===== src/rtl/deadlock_kernel_monitor_param_pkg.sv =====
// Shared types and helpers for the kernel deadlock monitor.
// Holds the persistence FSM state encoding and the raw stuck reduction.
package deadlock_mon_pkg;

  typedef enum logic [1:0] {
    ST_IDLE    = 2'd0,
    ST_PENDING = 2'd1,
    ST_BLOCKED = 2'd2
  } mon_state_e;

  // Every instance idle-or-stalled, and at least one real reason to wait.
  // All-idle with nothing stalled is a normal finish, not a deadlock.
  function automatic logic raw_stuck(input logic all_settled,
                                     input logic any_stall,
                                     input logic any_child_block);
    return all_settled & (any_stall | any_child_block);
  endfunction

endpackage


===== src/rtl/deadlock_kernel_monitor_param_if.sv =====
// Status inputs and monitor results bundled between a bench and the monitor.
interface deadlock_kernel_monitor_param_if #(
  parameter int N_AXIS = 2,
  parameter int N_INST = 3,
  parameter int N_BLK  = 1,
  parameter int CNT_W  = 8,
  parameter int RUN_W  = 5
);
  logic [N_AXIS-1:0] axis_block_sigs;
  logic [N_INST-1:0] inst_idle_sigs;
  logic [N_INST-1:0] inst_stall_sigs;
  logic [N_BLK-1:0]  inst_block_sigs;
  logic              clear;

  logic              block;
  logic              block_rise;
  logic              block_sticky;
  logic [N_AXIS-1:0] axis_snapshot;
  logic [CNT_W-1:0]  episode_cnt;
  logic [RUN_W-1:0]  run_len;

  modport master (
    output axis_block_sigs, inst_idle_sigs, inst_stall_sigs, inst_block_sigs, clear,
    input  block, block_rise, block_sticky, axis_snapshot, episode_cnt, run_len
  );

  modport slave (
    input  axis_block_sigs, inst_idle_sigs, inst_stall_sigs, inst_block_sigs, clear,
    output block, block_rise, block_sticky, axis_snapshot, episode_cnt, run_len
  );
endinterface


===== src/rtl/deadlock_kernel_monitor_param_persist_fsm.sv =====
// Persistence filter: raw stuck must hold for BLOCK_THRESH consecutive cycles
// before block is declared; tracks the current run length.
module deadlock_persist_fsm
  import deadlock_mon_pkg::*;
#(
  parameter int BLOCK_THRESH = 16,
  parameter int RUN_W        = $clog2(BLOCK_THRESH + 1)
) (
  input  logic             clk,
  input  logic             srst,
  input  logic             raw,
  output logic             block,
  output logic             block_rise,
  output logic             enter_blocked,
  output logic [RUN_W-1:0] run_len
);
  localparam logic [RUN_W-1:0] THRESH_V = RUN_W'(BLOCK_THRESH);
  localparam logic [RUN_W-1:0] ONE_V    = RUN_W'(1);

  mon_state_e       state_reg, state_next;
  logic [RUN_W-1:0] run_reg, run_next;
  logic             rise_reg;

  always_ff @(posedge clk) begin
    if (srst) begin
      state_reg <= ST_IDLE;
      run_reg   <= '0;
      rise_reg  <= 1'b0;
    end else begin
      state_reg <= state_next;
      run_reg   <= run_next;
      rise_reg  <= enter_blocked;
    end
  end

  always_comb begin
    state_next = state_reg;
    run_next   = run_reg;
    unique case (state_reg)
      ST_IDLE: begin
        if (raw) begin
          run_next   = ONE_V;
          state_next = (BLOCK_THRESH == 1) ? ST_BLOCKED : ST_PENDING;
        end
      end
      ST_PENDING: begin
        if (!raw) begin
          state_next = ST_IDLE;
          run_next   = '0;
        end else begin
          run_next = run_reg + ONE_V;
          if (run_next == THRESH_V) state_next = ST_BLOCKED;
        end
      end
      ST_BLOCKED: begin
        if (!raw) begin
          state_next = ST_IDLE;
          run_next   = '0;
        end
      end
      default: begin
        state_next = ST_IDLE;
        run_next   = '0;
      end
    endcase
  end

  // Entry event is combinational so the top can capture at the same edge.
  assign enter_blocked = (state_next == ST_BLOCKED) && (state_reg != ST_BLOCKED);
  assign block         = (state_reg == ST_BLOCKED);
  assign block_rise    = rise_reg;
  assign run_len       = run_reg;

endmodule


===== src/rtl/deadlock_kernel_monitor_param.sv =====
// Kernel-level deadlock monitor: raw stuck detection, persistence filter,
// sticky flag, first-episode AXIS snapshot and saturating episode counter.
module deadlock_kernel_monitor_param
  import deadlock_mon_pkg::*;
#(
  parameter int N_AXIS       = 2,
  parameter int N_INST       = 3,
  parameter int N_BLK        = 1,
  parameter int BLOCK_THRESH = 16,
  parameter int CNT_W        = 8,
  localparam int RUN_W       = $clog2(BLOCK_THRESH + 1)
) (
  input logic                  kernel_monitor_clock,
  input logic                  kernel_monitor_reset,
  deadlock_kernel_monitor_param_if.slave mon
);
  localparam logic [CNT_W-1:0] CNT_MAX = '1;

  logic [N_INST-1:0] inst_settled;
  logic              raw;
  logic              enter_blocked;
  logic              capture;
  logic              sticky_reg;
  logic [N_AXIS-1:0] snap_reg;
  logic [CNT_W-1:0]  cnt_reg;

  for (genvar gi = 0; gi < N_INST; gi++) begin : g_settled
    assign inst_settled[gi] = mon.inst_idle_sigs[gi] | mon.inst_stall_sigs[gi];
  end

  assign raw = raw_stuck(&inst_settled, |mon.inst_stall_sigs, |mon.inst_block_sigs);

  deadlock_persist_fsm #(
    .BLOCK_THRESH (BLOCK_THRESH),
    .RUN_W        (RUN_W)
  ) u_fsm (
    .clk           (kernel_monitor_clock),
    .srst          (kernel_monitor_reset),
    .raw           (raw),
    .block         (mon.block),
    .block_rise    (mon.block_rise),
    .enter_blocked (enter_blocked),
    .run_len       (mon.run_len)
  );

  // A clear on the entry edge is overridden by the entry: count restarts at 1.
  assign capture = enter_blocked & (~sticky_reg | mon.clear);

  always_ff @(posedge kernel_monitor_clock) begin
    if (kernel_monitor_reset) begin
      sticky_reg <= 1'b0;
      snap_reg   <= '0;
      cnt_reg    <= '0;
    end else if (enter_blocked) begin
      sticky_reg <= 1'b1;
      if (capture) snap_reg <= mon.axis_block_sigs;
      if (mon.clear)               cnt_reg <= CNT_W'(1);
      else if (cnt_reg != CNT_MAX) cnt_reg <= cnt_reg + CNT_W'(1);
    end else if (mon.clear) begin
      sticky_reg <= 1'b0;
      snap_reg   <= '0;
      cnt_reg    <= '0;
    end
  end

  assign mon.block_sticky  = sticky_reg;
  assign mon.axis_snapshot = snap_reg;
  assign mon.episode_cnt   = cnt_reg;

endmodule


===== src/flat_wrapper.sv =====
// flat-port wrapper written by rule: the top's interface ports become plain ports
module deadlock_kernel_monitor_param_flat import deadlock_mon_pkg::*;
#(
  parameter int N_AXIS       = 2,
  parameter int N_INST       = 3,
  parameter int N_BLK        = 1,
  parameter int BLOCK_THRESH = 16,
  parameter int CNT_W        = 8,
  localparam int RUN_W       = $clog2(BLOCK_THRESH + 1)
)
  (kernel_monitor_clock, kernel_monitor_reset, mon_axis_block_sigs, mon_inst_idle_sigs, mon_inst_stall_sigs, mon_inst_block_sigs, mon_clear, mon_block, mon_block_rise, mon_block_sticky, mon_axis_snapshot, mon_episode_cnt, mon_run_len);
  deadlock_kernel_monitor_param_if #(.N_AXIS(N_AXIS), .N_INST(N_INST), .N_BLK(N_BLK), .CNT_W(CNT_W), .RUN_W(5)) mon_i ();
  input logic kernel_monitor_clock;
  input logic kernel_monitor_reset;
  input wire logic [$bits(mon_i.axis_block_sigs)-1:0] mon_axis_block_sigs;
  input wire logic [$bits(mon_i.inst_idle_sigs)-1:0] mon_inst_idle_sigs;
  input wire logic [$bits(mon_i.inst_stall_sigs)-1:0] mon_inst_stall_sigs;
  input wire logic [$bits(mon_i.inst_block_sigs)-1:0] mon_inst_block_sigs;
  input wire logic [$bits(mon_i.clear)-1:0] mon_clear;
  output wire logic [$bits(mon_i.block)-1:0] mon_block;
  output wire logic [$bits(mon_i.block_rise)-1:0] mon_block_rise;
  output wire logic [$bits(mon_i.block_sticky)-1:0] mon_block_sticky;
  output wire logic [$bits(mon_i.axis_snapshot)-1:0] mon_axis_snapshot;
  output wire logic [$bits(mon_i.episode_cnt)-1:0] mon_episode_cnt;
  output wire logic [$bits(mon_i.run_len)-1:0] mon_run_len;
  assign mon_i.axis_block_sigs = mon_axis_block_sigs;
  assign mon_i.inst_idle_sigs = mon_inst_idle_sigs;
  assign mon_i.inst_stall_sigs = mon_inst_stall_sigs;
  assign mon_i.inst_block_sigs = mon_inst_block_sigs;
  assign mon_i.clear = mon_clear;
  assign mon_block = mon_i.block;
  assign mon_block_rise = mon_i.block_rise;
  assign mon_block_sticky = mon_i.block_sticky;
  assign mon_axis_snapshot = mon_i.axis_snapshot;
  assign mon_episode_cnt = mon_i.episode_cnt;
  assign mon_run_len = mon_i.run_len;
  deadlock_kernel_monitor_param #(.N_AXIS(N_AXIS), .N_INST(N_INST), .N_BLK(N_BLK), .BLOCK_THRESH(BLOCK_THRESH), .CNT_W(CNT_W)) u_core (.kernel_monitor_clock(kernel_monitor_clock), .kernel_monitor_reset(kernel_monitor_reset), .mon(mon_i));
endmodule

===== config.mk =====
export PLATFORM = sky130hd
export DESIGN_NAME = deadlock_kernel_monitor_param_flat
export DESIGN_NICKNAME = d
export VERILOG_FILES = /design/src/rtl/deadlock_kernel_monitor_param_pkg.sv /design/src/rtl/deadlock_kernel_monitor_param_if.sv /design/src/rtl/deadlock_kernel_monitor_param_persist_fsm.sv /design/src/rtl/deadlock_kernel_monitor_param.sv /design/src/flat_wrapper.sv
export SDC_FILE = /design/constraint.sdc
export NUM_CORES = 1
export LEC_CHECK = 0
export CORE_MARGIN = 3
export CORE_UTILIZATION = 40
export DETAILED_ROUTE_END_ITERATION = 6
export PLACE_DENSITY = 0.8
export SYNTH_ARGS = -nofsm -noshare
export SYNTH_HDL_FRONTEND = slang
export SYNTH_SLANG_ARGS = --single-unit

===== constraint.sdc =====
create_clock -name kernel_monitor_clock -period 3.64 [get_ports kernel_monitor_clock]
set_input_delay 0.546 -clock kernel_monitor_clock [delete_from_list [all_inputs] [get_ports kernel_monitor_clock]]
set_output_delay 0.546 -clock kernel_monitor_clock [all_outputs]
set_load 0.02 [all_outputs]

==> out/qor.txt <==
min-delay worst type -> reg -> reg
Post-synth top cells -> dfxtp_1, nand2_1, a21oi_1, nor2_1, nor4_1
largest net degree at the start of global routing -> 18
Critical Path AT -> 2.85 ns
total of max-cap violations -> 0
unrepaired setup endpoints after global routing -> false
crit path kind -> in -> reg
largest family of logic cells by synthesized area -> simple AND/OR/NAND/NOR gates
end of the critical path -> u_core.mon.episode_cnt[3]$_SDFFE_PP0P_
Max VDD drop -> 0.000284 V
Net Sw Power -> 0.0906 mW
number of synthesized register bits -> 19
CP startpoint -> mon_inst_stall_sigs[2]
number of clock sinks -> 19
Setup violations, final -> 0
relative slew slack -> 0.606
pins over their slew limit -> 0
worst skew pair latency -> 0.30 ns
Clock Root Buffer -> clkbuf_4
post-detail-place hpwl -> 1860 um
Slew @ Worst Pin -> 0.587 ns
Cell Count, Final, Fillers Out -> 182
die width -> 56.6 um
Die Y -> 56.6 um
EDFF count, synth -> 0
Synth top area share -> 0.372
R2R depth -> 5
status -> finished clean
Die Area -> 3200 um^2
startpoint types -> input pin
Vias -> 1,095
Comb power frac -> 0.106
PortBufs -> 29
H-Tree Depth -> 1
Sequential Power Share -> 0.590
fmax -> 0.384 GHz
Synth warnings -> 0
slowest stage delay, CP -> 0.62 ns
synth top area cells -> dfxtp_1, a21oi_1, nor4_1
clock group share of total power -> 0.305
Worst R2R End -> u_core.mon.episode_cnt[3]$_SDFFE_PP0P_
top-count cell post-synth -> dfxtp_1
P&R area growth vs syn -> 31.7%
area share of and/or/nand/nor cells after synthesis -> 0.384
hold_buf cts -> 0
Post-synth ARST share -> 0
wl on met1 -> 1070 um
Num CTS Buffers -> 3
Crit path max-delay family -> simple AND/OR/NAND/NOR gates
leakage power -> 0.418 nW
power per standard cell area -> 269 nW/um^2
final hold slack -> 0.472 ns
Buf/Inv on CP -> 1
Adder-Cell Fraction of Synth Area -> 0.0244
synthesized area -> 1020 um^2
I/O pins -> 30
Seq/Total Area, Yosys -> 0.372
post-synth cell types -> 36
vias in the first global route -> 1,007
row cnt -> 17
slowest CP cell -> or4_4
Tot GR Track Use -> 0.164
CP max FO -> 13
worst reg2reg setup slack -> 1.53 ns
NumNets Final -> 169
Final Core Density -> 0.581
Required @ worst endpoint -> 3.88 ns
max FFs per register -> 8
DR vias/cell -> 6.02
mux cell area share after synthesis -> 0.0196
drt first pass iters -> 4
# DRC -> 0
CTS resizes -> 0
first-pass GRT wire length -> 4300 um
post-synthesis cell count -> 127
final period utilization -> 0.716
Cell Int Power -> 0.272 mW
Max clock buf depth -> 2
Iter 0 DRT Violations -> 45
worst r2r src -> u_core.u_fsm.run_len[0]$_SDFFE_PP0P_
routed length on met3 -> 166 um
Post-Syn Area per Cell -> 8.06 um^2
CTS clk-pin slew, worst paths -> 0.11 ns
TNS Setup -> 0 ns
drt wl/cell -> 14.0 um
max layer used -> met4
CP Capture Type -> flip-flop
syn_nets -> 141
xor/xnor cell area share of the yosys netlist -> 0.00856
Main synth FF type -> dfxtp_1
antenna violations before repair -> 0
met2 WL -> 1290 um
setup repair bufs after CTS -> 0
gpl congestion -> 0.903
Synth area leader -> dfxtp_1
Routed Antenna Nets -> 0
Starting Density -> 0.441
GRT Residual Overflow -> 0
share of layout cells above drive strength 1 -> 0.0519
CTS tree -> done
Compound-Gate Fraction of Synth Area -> 0.147
Placeable Area -> 2320 um^2
Total Power -> 0.363 mW
critical path depth -> 6
Switching Fraction -> 0.250
Hold Violations, Final -> 0
Post-Route Skew -> 0.00311 ns
final wirelength -> 2560 um
Final Critical Period -> 2.61 ns
hold path start -> u_core.mon.axis_snapshot[1]$_SDFFE_PP0P_
Antenna diodes -> 0
dpl cells -> 178
crit-path cells -> clkdlybuf4s50_1 > nor2_1 > or3_4 > or4_4 > or4_1 > a21oi_1
worst min-delay path by stage:
| stage | slack [ns] | cells after the start | end |
|---|---|---|---|
| final | 0.47 | 2 | u_core.mon.axis_snapshot[1]$_SDFFE_PP0P_ |
| after global routing | 0.49 | 2 | u_core.mon.axis_snapshot[1]$_SDFFE_PP0P_ |
| after CTS | 0.47 | 2 | u_core.mon.axis_snapshot[1]$_SDFFE_PP0P_ |
| after detailed placement | 0.46 | 2 | u_core.mon.axis_snapshot[1]$_SDFFE_PP0P_ |
| after global placement | 0.45 | 2 | u_core.mon.axis_snapshot[0]$_SDFFE_PP0P_ |
| after floorplan | 0.54 | 2 | u_core.mon.axis_snapshot[0]$_SDFFE_PP0P_ |
final cells by class:
cell class	count	area (um^2)
Clock buffer	4	26.3
Fill cell	229	971
Inverter	3	11.3
Multi-Input combinational cell	98	597
Sequential cell	19	380
Tap cell	28	35.0
Timing Repair Buffer	30	298
tightest hold or removal path: stages, from the launching register on:
cell,delay [ns]
dfxtp_1,0.33
inv_1,0.05
o41ai_1,0.06
cells in the final DEF, fill, tap and decap left out:
master           instances
or3_4                    1
mux2i_1                  2
xnor2_1                  1
o41ai_1                  2
clkbuf_1                 1
and4_1                   2
nor4_1                   8
nand2_1                 12
ha_1                     2
o22ai_1                  2
clkbuf_4                 3
and3_1                   1
a21oi_1                 10
nor2b_1                  3
buf_4                    1
or3b_2                   1
or4_4                    1
and2_1                   1
a31oi_1                  6
nor3_1                   5
inv_1                    3
o211ai_1                 1
and4b_1                  1
nor2_1                  10
o31ai_1                  2
or4_1                    3
nor4b_1                  1
clkdlybuf4s50_1         29
nand2b_1                 2
nand3b_1                 1
nand4_1                  3
or2_2                    1
dfxtp_1                 19
nor3b_1                  1
nand4b_1                 3
o21ai_0                  2
nand3_1                  7
kinds of logic (layout without fill, tap and decap cells):
kind of cell / count (synthesis) / in the layout
xor+xnor: 1 / 1
fa+ha+maj: 2 / 2
simple gates: 68 / 68
mux: 2 / 2
compound gates: 25 / 25
buf+inv: 10 / 37
flops: 19 / 19
stage by stage:
step | worst slack (ns) | instance area, um^2
final | 1.03 | 1350
after detailed placement | 0.719 | 1320
after CTS | 1.04 | 1350
after global routing | 0.963 | 1350
after floorplan | 1.42 | 1020
after global placement | 0.791 | 1320
power by group through the flow:
stage / Sequential [mW] / Combinational [mW] / Clock [mW]
floorplan: 0.218 / 0.0190 / 0
global placement: 0.219 / 0.0371 / 0
detailed placement: 0.219 / 0.0379 / 0
CTS: 0.214 / 0.0382 / 0.114
global route: 0.215 / 0.0418 / 0.123
finish: 0.214 / 0.0384 / 0.111
routing by layer:
layer,global-route usage,up-vias
met3,0.0552,7
li1,-,539
met4,0.0508,0
met5,0,-
met1,0.194,509
met2,0.279,40
Power figures use the tool's default switching activity.
